File: config.mk
export PLATFORM = sky130hd
export DESIGN_NAME = line_window_gen_flat
export DESIGN_NICKNAME = d
export VERILOG_FILES = /design/src/rtl/line_window_gen_if.sv /design/src/rtl/line_window_gen.sv /design/src/flat_wrapper.sv
export SDC_FILE = /design/constraint.sdc
export NUM_CORES = 1
export LEC_CHECK = 0
export CAP_MARGIN = 40
export CORE_MARGIN = 1
export CORE_UTILIZATION = 52
export CTS_CLUSTER_SIZE = 28
export DETAILED_ROUTE_END_ITERATION = 8
export PLACE_DENSITY = 0.84
export SYNTH_ARGS = -nofsm -noshare
export SYNTH_HDL_FRONTEND = slang
export SYNTH_SLANG_ARGS = --single-unit
File: constraint.sdc
create_clock -name clk -period 4.05 [get_ports clk]
set_input_delay 0.81 -clock clk [delete_from_list [all_inputs] [get_ports clk]]
set_output_delay 0.81 -clock clk [all_outputs]
set_load 0.05 [all_outputs]
File: src/rtl/line_window_gen_if.sv
// rtl/line_window_gen_if.sv - line-buffer RAM port bundle for line_window_gen
//   lb0_*      : buffer 0 (row y-1) port-A write, port-B read data
//   lb1_*      : buffer 1 (row y-2) port-A write, port-B read data
//   lb_addr_b  : shared port-B read address
//   master     : generator side (drives writes and read address)
//   slave      : RAM side (returns read data)
interface line_window_gen_if #(
    parameter int ADDR_W = 11
);
    logic              lb0_we;
    logic [ADDR_W-1:0] lb0_addr_a;
    logic [7:0]        lb0_din;
    logic [7:0]        lb0_dout;
    logic              lb1_we;
    logic [ADDR_W-1:0] lb1_addr_a;
    logic [7:0]        lb1_din;
    logic [7:0]        lb1_dout;
    logic [ADDR_W-1:0] lb_addr_b;

    modport master (
        output lb0_we, lb0_addr_a, lb0_din,
        input  lb0_dout,
        output lb1_we, lb1_addr_a, lb1_din,
        input  lb1_dout,
        output lb_addr_b
    );

    modport slave (
        input  lb0_we, lb0_addr_a, lb0_din,
        output lb0_dout,
        input  lb1_we, lb1_addr_a, lb1_din,
        output lb1_dout,
        input  lb_addr_b
    );
endinterface

File: src/rtl/line_window_gen.sv
// rtl/line_window_gen.sv - raster stream to 3-row vertical column generator
//   clk, rst_n        : clock, asynchronous active-low reset
//   pix_in/pix_valid  : input pixel stream, no backpressure
//   sof               : start of frame, qualified by pix_valid
//   lb                : two external line-buffer RAMs (master side)
//   col_top/mid/bot   : rows y-2, y-1, y at column col_x (zero above image top)
//   col_valid         : one-cycle pulse per input pixel, 2 cycles after it
//   col_x/col_y       : coordinates of the current column
//   frame_done        : pulses with the column of the last pixel of a frame
module line_window_gen #(
    parameter int IMG_WIDTH  = 2000,
    parameter int IMG_HEIGHT = 2000,
    parameter int ADDR_W     = 11
) (
    input  logic              clk,
    input  logic              rst_n,
    input  logic [7:0]        pix_in,
    input  logic              pix_valid,
    input  logic              sof,
    line_window_gen_if.master lb,
    output logic [7:0]        col_top,
    output logic [7:0]        col_mid,
    output logic [7:0]        col_bot,
    output logic              col_valid,
    output logic [ADDR_W-1:0] col_x,
    output logic [10:0]       col_y,
    output logic              frame_done
);
    localparam logic [ADDR_W-1:0] X_LAST = ADDR_W'(IMG_WIDTH - 1);
    localparam logic [10:0]       Y_LAST = 11'(IMG_HEIGHT - 1);

    logic [ADDR_W-1:0] x_cnt;
    logic [10:0]       y_cnt;
    logic              start;
    logic [ADDR_W-1:0] x_cur;
    logic [10:0]       y_cur;

    logic              s1_valid;
    logic [7:0]        s1_pix;
    logic [ADDR_W-1:0] s1_x;
    logic [10:0]       s1_y;

    // sof overrides the running counters for the pixel that carries it
    assign start = pix_valid & sof;
    assign x_cur = start ? '0 : x_cnt;
    assign y_cur = start ? '0 : y_cnt;

    // Read address is issued in the same cycle as the pixel so the registered
    // RAM output lines up with the pixel once it reaches stage 1.
    assign lb.lb_addr_b = x_cur;

    always_ff @(posedge clk or negedge rst_n) begin
        if (!rst_n) begin
            x_cnt <= '0;
            y_cnt <= '0;
        end else if (pix_valid) begin
            if (x_cur == X_LAST) begin
                x_cnt <= '0;
                y_cnt <= (y_cur == Y_LAST) ? 11'd0 : 11'(y_cur + 11'd1);
            end else begin
                x_cnt <= ADDR_W'(x_cur + 1'b1);
                y_cnt <= y_cur;
            end
        end
    end

    always_ff @(posedge clk or negedge rst_n) begin
        if (!rst_n) begin
            s1_valid <= 1'b0;
            s1_pix   <= '0;
            s1_x     <= '0;
            s1_y     <= '0;
        end else begin
            s1_valid <= pix_valid;
            if (pix_valid) begin
                s1_pix <= pix_in;
                s1_x   <= x_cur;
                s1_y   <= y_cur;
            end
        end
    end

    // Stage 1: both buffers are rewritten at column x after being read, so
    // buffer 0 receives the current row and buffer 1 receives what buffer 0
    // held (the row above). The write address trails the read address by one
    // pixel, so they never collide while IMG_WIDTH >= 2.
    assign lb.lb0_we     = s1_valid;
    assign lb.lb0_addr_a = s1_x;
    assign lb.lb0_din    = s1_pix;
    assign lb.lb1_we     = s1_valid;
    assign lb.lb1_addr_a = s1_x;
    assign lb.lb1_din    = s1_valid ? lb.lb0_dout : 8'd0;

    always_ff @(posedge clk or negedge rst_n) begin
        if (!rst_n) begin
            col_top    <= '0;
            col_mid    <= '0;
            col_bot    <= '0;
            col_x      <= '0;
            col_y      <= '0;
            col_valid  <= 1'b0;
            frame_done <= 1'b0;
        end else begin
            col_valid  <= s1_valid;
            frame_done <= s1_valid && (s1_x == X_LAST) && (s1_y == Y_LAST);
            if (s1_valid) begin
                // Rows above the image top read stale buffer data; mask to 0.
                col_bot <= s1_pix;
                col_mid <= (s1_y >= 11'd1) ? lb.lb0_dout : 8'd0;
                col_top <= (s1_y >= 11'd2) ? lb.lb1_dout : 8'd0;
                col_x   <= s1_x;
                col_y   <= s1_y;
            end
        end
    end
endmodule

File: src/flat_wrapper.sv
// flat-port wrapper written by rule: the top's interface ports become plain ports
module line_window_gen_flat 
#(
    parameter int IMG_WIDTH  = 2000,
    parameter int IMG_HEIGHT = 2000,
    parameter int ADDR_W     = 11
)
  (clk, rst_n, pix_in, pix_valid, sof, col_top, col_mid, col_bot, col_valid, col_x, col_y, frame_done, lb_lb0_we, lb_lb0_addr_a, lb_lb0_din, lb_lb0_dout, lb_lb1_we, lb_lb1_addr_a, lb_lb1_din, lb_lb1_dout, lb_lb_addr_b);
  line_window_gen_if #(.ADDR_W(ADDR_W)) lb_i ();
  input  logic clk;
  input  logic rst_n;
  input  logic [7:0] pix_in;
  input  logic pix_valid;
  input  logic sof;
  output logic [7:0] col_top;
  output logic [7:0] col_mid;
  output logic [7:0] col_bot;
  output logic col_valid;
  output logic [ADDR_W-1:0] col_x;
  output logic [10:0] col_y;
  output logic frame_done;
  output wire logic [$bits(lb_i.lb0_we)-1:0] lb_lb0_we;
  output wire logic [$bits(lb_i.lb0_addr_a)-1:0] lb_lb0_addr_a;
  output wire logic [$bits(lb_i.lb0_din)-1:0] lb_lb0_din;
  input wire logic [$bits(lb_i.lb0_dout)-1:0] lb_lb0_dout;
  output wire logic [$bits(lb_i.lb1_we)-1:0] lb_lb1_we;
  output wire logic [$bits(lb_i.lb1_addr_a)-1:0] lb_lb1_addr_a;
  output wire logic [$bits(lb_i.lb1_din)-1:0] lb_lb1_din;
  input wire logic [$bits(lb_i.lb1_dout)-1:0] lb_lb1_dout;
  output wire logic [$bits(lb_i.lb_addr_b)-1:0] lb_lb_addr_b;
  assign lb_lb0_we = lb_i.lb0_we;
  assign lb_lb0_addr_a = lb_i.lb0_addr_a;
  assign lb_lb0_din = lb_i.lb0_din;
  assign lb_i.lb0_dout = lb_lb0_dout;
  assign lb_lb1_we = lb_i.lb1_we;
  assign lb_lb1_addr_a = lb_i.lb1_addr_a;
  assign lb_lb1_din = lb_i.lb1_din;
  assign lb_i.lb1_dout = lb_lb1_dout;
  assign lb_lb_addr_b = lb_i.lb_addr_b;
  line_window_gen #(.IMG_WIDTH(IMG_WIDTH), .IMG_HEIGHT(IMG_HEIGHT), .ADDR_W(ADDR_W)) u_core (.clk(clk), .rst_n(rst_n), .pix_in(pix_in), .pix_valid(pix_valid), .sof(sof), .lb(lb_i), .col_top(col_top), .col_mid(col_mid), .col_bot(col_bot), .col_valid(col_valid), .col_x(col_x), .col_y(col_y), .frame_done(frame_done));
endmodule
Yosys cells after proc, flatten, opt, wreduce, memory -nomap -nowiden
Index checks and enable logic that the tools add are counted.
{ "totals": {"latchBits": 0, "reg_bits": 101, "rom_bits": 0, "ram_bits": 0, "n_memories": 0, "in_bits": 28, "out_inout_bits": 99} }
{ "classes": {"muxes": 8, "order_cmp": 2, "n_eq_ne": 4, "shift": 0, "bitwise": 1, "div_mod_pow": 0, "add_sub_neg": 2, "n_mul": 0, "reduce_logical": 2} }
{ "op_table": {"columns": ["operator", "n"], "rows": [
  ["2-to-1 mux 11 bit", 5],
  ["== test 11 bit, second input constant", 4],
  ["2-to-1 mux 8 bit", 3],
  ["adder 11 x 1 -> 11 bit, second input constant", 2],
  [">= comparator 11 x 1 -> 1 bit, second input constant", 1],
  [">= comparator 11 x 2 -> 1 bit, second input constant", 1],
  ["logical AND 1 bit", 2],
  ["bitwise AND 1 bit", 1]
]} }

Longest topological paths before layout
{ "logic_depth": {"word_depth": 5, "depth_mapped": 10, "ltp_nobuf": 8} }

Least setup slack after synthesis
Ideal clock, no wire load.
{ "synth_path": {"path_kind": "input-to-reg", "startpoint": "input pix_valid", "endpoint": "register u_core.y_cnt[4]", "arrival_time_ns": 3.132, "required_time_ns": 3.925, "cell_stages": 9, "n_path_buf": 1, "setup_time_ns": 0.125, "slack_ns": 0.793, "cell_sequence": "and2_1 -> buf_2 -> nor2_1 -> ha_1 -> and4b_2 -> nand4_1 -> nor2_1 -> o21ai_0 -> mux2_2"} }
{ "synth_between": {"elab_cells_between_ends": 8, "classes_between": "add/sub (1); eq/ne (2); mux (4); bitwise (1)"} }
{ "synth_rtl": {"columns": ["element", "line_no", "rtl"], "rows": [
  ["from (decl)", "flat_wrapper.sv:13", "input logic pix_valid;"],
  ["bitwise AND 1 bit", "line_window_gen.sv:44", "assign start = pix_valid & sof;"],
  ["2-to-1 mux 11 bit", "line_window_gen.sv:45", "assign x_cur = start ? '0 : x_cnt;"],
  ["net lb_lb_addr_b[0]", "flat_wrapper.sv:30", "output wire logic [$bits(lb_i.lb_addr_b)-1:0] lb_lb_addr_b;"],
  ["== test 11 bit", "line_window_gen.sv:57", "if (x_cur == X_LAST) begin"],
  ["2-to-1 mux 11 bit", "line_window_gen.sv:57", null],
  ["to (signal assigned)", "line_window_gen.sv:59", "y_cnt <= (y_cur == Y_LAST) ? 11'd0 : 11'(y_cur + 11'd1);"],
  ["to (signal assigned)", "line_window_gen.sv:62", "y_cnt <= y_cur;"],
  ["to (decl)", "line_window_gen.sv:33", "logic [10:0] y_cnt;"]
]} }
The timed path passes the listed nets, and every way through them passes these cells.
A chain may end at the register's enable or synchronous reset.

Final worst setup path
{ "layout_path": {"startpoint": "input sof", "endpoint": "output lb_lb_addr_b[8]"} }
{ "layout_between": {"elab_chain_cells": 2} }
{ "layout_lines": {"columns": ["element", "line_no", "rtl"], "rows": [
  ["from (decl)", "flat_wrapper.sv:14", "input logic sof;"],
  ["bitwise AND 1 bit", "line_window_gen.sv:44", null],
  ["2-to-1 mux 11 bit", "line_window_gen.sv:45", null],
  ["to (decl)", "flat_wrapper.sv:30", null]
]} }
Every way passes these cells.

==> qor.csv <==
metric;value;unit
status;finished clean;
total power;2.56;mW
sequential area share after synthesis;55.0;%
commonest non-fill, non-tap cell in the layout;clkdlybuf4s50_1;
CP required;3240;ps
Synthesis Warnings;0;
First-pass DRT Iterations;4;
Setup Viol. Count Final;0;
P_leak;2.71;nW
top cell type's share of synthesized area;55.0;%
syn_area_per_cell;11.1;µm²
PD cells;421;nW/µm²
CP max FO;14;
die span in x;96.0;µm
final WL;11200;µm
Detail Placement HPWL;8150;µm
Clock Latency Late Sink;360;ps
antenna-violating nets left;0;
setup TNS;0;ps
port bufs;126;
antenna violations before repair;0;
Max VDD drop;246;µV
DIE AREA;9210;µm²
CTS Buf Count;9;
Rel. slew slack;58.3;%
final period utilization;82.8;%
critical path arrival;2540;ps
core area;8380;µm²
CTS tree;built;
routed length per instance;17.6;µm
r2r setup slk;1880;ps
#FFs+latches synth;101;
Placement Setup Slack;689;ps
ys async rst share;100;%
first-pass GRT wire length;17000;µm
Post-Synthesis Cells;412;
dpl cell area;5850;µm²
Synth Flop Type;dfrtp_1;
synthesized area;4590;µm²
syn_nets;442;
# Max-Cap Violations;0;
CTS H-Tree Depth;3;
fin crit period;3350;ps
vias in the first global route;3295;
Nets;553;
gr usage total;24.6;%
setup bufs post-CTS;0;
Residual DRC;0;
pins over their slew limit;0;
clk buf depth;2;
cell taking the most area after synthesis;dfrtp_1;
Peak Freq;298;MHz
GRT Residual Overflow;0;
Final Hold Fails;0;
number of synthesized flops with an enable pin;0;
post-CTS resize count;0;
hold_buf cts;0;
clk sink count;101;
via count;3554;
n_diodes;0;
synth top area cells;dfrtp_1 (55%), mux2_2 (13%), nand2_1 (3.1%), inv_1 (2.6%), o22ai_1 (2.6%);
# rows;33;
clock slew at reported path FFs;90;ps
share of cells above drive strength 1;18.9;%
clock skew;10.4;ps
Slew @ Worst Pin;626;ps
Area Overhead vs Synth;32.6;%
Tightest Hold Check Type;primary input to asynchronous set/reset pin;
die height;96.0;µm
Vias/cell;5.61;
RePlAce Congestion;0.866;
largest net degree at the start of global routing;59;
clk root buf;clkbuf_8;
final instance area;6090;µm²
commonest non-fill, non-tap cells in the layout;clkdlybuf4s50_1 (118), dfrtp_1 (100), mux2_2 (54), nand2_1 (38), inv_1 (32);
I/O pin cnt;127;
Starting Density;54.8;%
FILL cells;592;
crit path setup slack, layout;696;ps
Worst Setup Start Kind;primary input;
critical path type;primary input to primary output;
First DRT Iteration DRCs;179;
RSZ-0062 raised after global routing;false;
Cell variety after synth;51;
CP endpoint kind;primary output;
==> per-stage QoR <==
step           hold slack, ps  util (%)  std cells
6_report                  364      72.6        633
3_3_place_gp              489      69.5        616
3_5_place_dp              494      69.8        617
2_1_floorplan             455         -        412
5_1_grt                   381      72.6        633
4_1_cts                   367      72.6        633
==> power by group <==
part	internal, mW	switching (mW)
Clock	0.386	0.344
Combinational	0.236	0.446
Sequential	1.08	0.0650
Total	1.70	0.855
==> final cells by class <==
class | instances | area (µm²) | area share [%]
sequential | 101 | 2530 | 41.5
timing repair buffer | 132 | 1300 | 21.4
inverter | 32 | 120 | 1.97
clock inverter | 4 | 77.6 | 1.27
tap | 105 | 131 | 2.16
multi-input combinational | 247 | 1770 | 29.1
clock buffer | 12 | 155 | 2.55
==> cells by family after synthesis <==
| group | count (synthesis) | share of synthesized area [%] |
|---|---|---|
| buf+inv | 64 | 6.40 |
| flops | 101 | 55.0 |
| compound gates | 70 | 10.1 |
| fa+ha+maj | 2 | 0.545 |
| simple gates | 120 | 14.5 |
| mux | 55 | 13.5 |
==> layer usage <==
layer / part of all wire, % / GRT usage [%] / routed length, µm
met1: 42 / 32.7 / 4720
met4: 1.2 / 7.84 / 137
met3: 6.9 / 4.58 / 768
met5: 0 / 0 / 0
met2: 50 / 41.0 / 5530
==> path summary, 6_finish.rpt <==
kind	from	to	cells past startpoint
max reg2reg	u_core.x_cnt[0]	u_core.y_cnt[4]	8
min reg2reg	u_core.col_x[0]	u_core.col_x[0]	1
min in group clk	u_core.col_x[0]	u_core.col_x[0]	1
max	sof	lb_lb_addr_b[8]	4
min	rst_n	u_core.col_top[0]	1
max in group asynchronous	rst_n	u_core.col_mid[1]	3
==> registers in the layout, summed over array words and instances (netlist names), 11 cells and up <==
| signal | flops |
|---|---|
| u_core.y_cnt | 11 |
| u_core.x_cnt | 11 |
| u_core.col_x | 11 |
| u_core.col_y | 11 |
| u_core.lb.lb0_addr_a | 11 |
| u_core.s1_y | 11 |
==> worst max-delay path, cell delays in order <==
cell,delay [ps]
clkdlybuf4s50_1,450
nand2_2,240
and2_1,210
clkdlybuf4s50_1,820
==> synthesized netlist by cell type, types with 2 or more instances <==
library cell / n
a21o_1: 2
a21oi_1: 8
a311oi_1: 2
a31o_2: 6
a31oi_1: 5
and2_1: 10
and3_1: 5
and4_1: 2
buf_1: 6
buf_2: 7
buf_4: 12
clkbuf_1: 7
dfrtp_1: 101
ha_1: 2
inv_1: 32
mux2_2: 54
nand2_1: 38
nand3_1: 6
nand4_1: 10
nor2_1: 17
nor2b_1: 8
nor3_1: 6
nor3_2: 2
nor4_1: 3
o211ai_1: 3
o21ai_0: 13
o22ai_1: 19
o2bb2ai_1: 3
(Power assumes the default switching activity.)
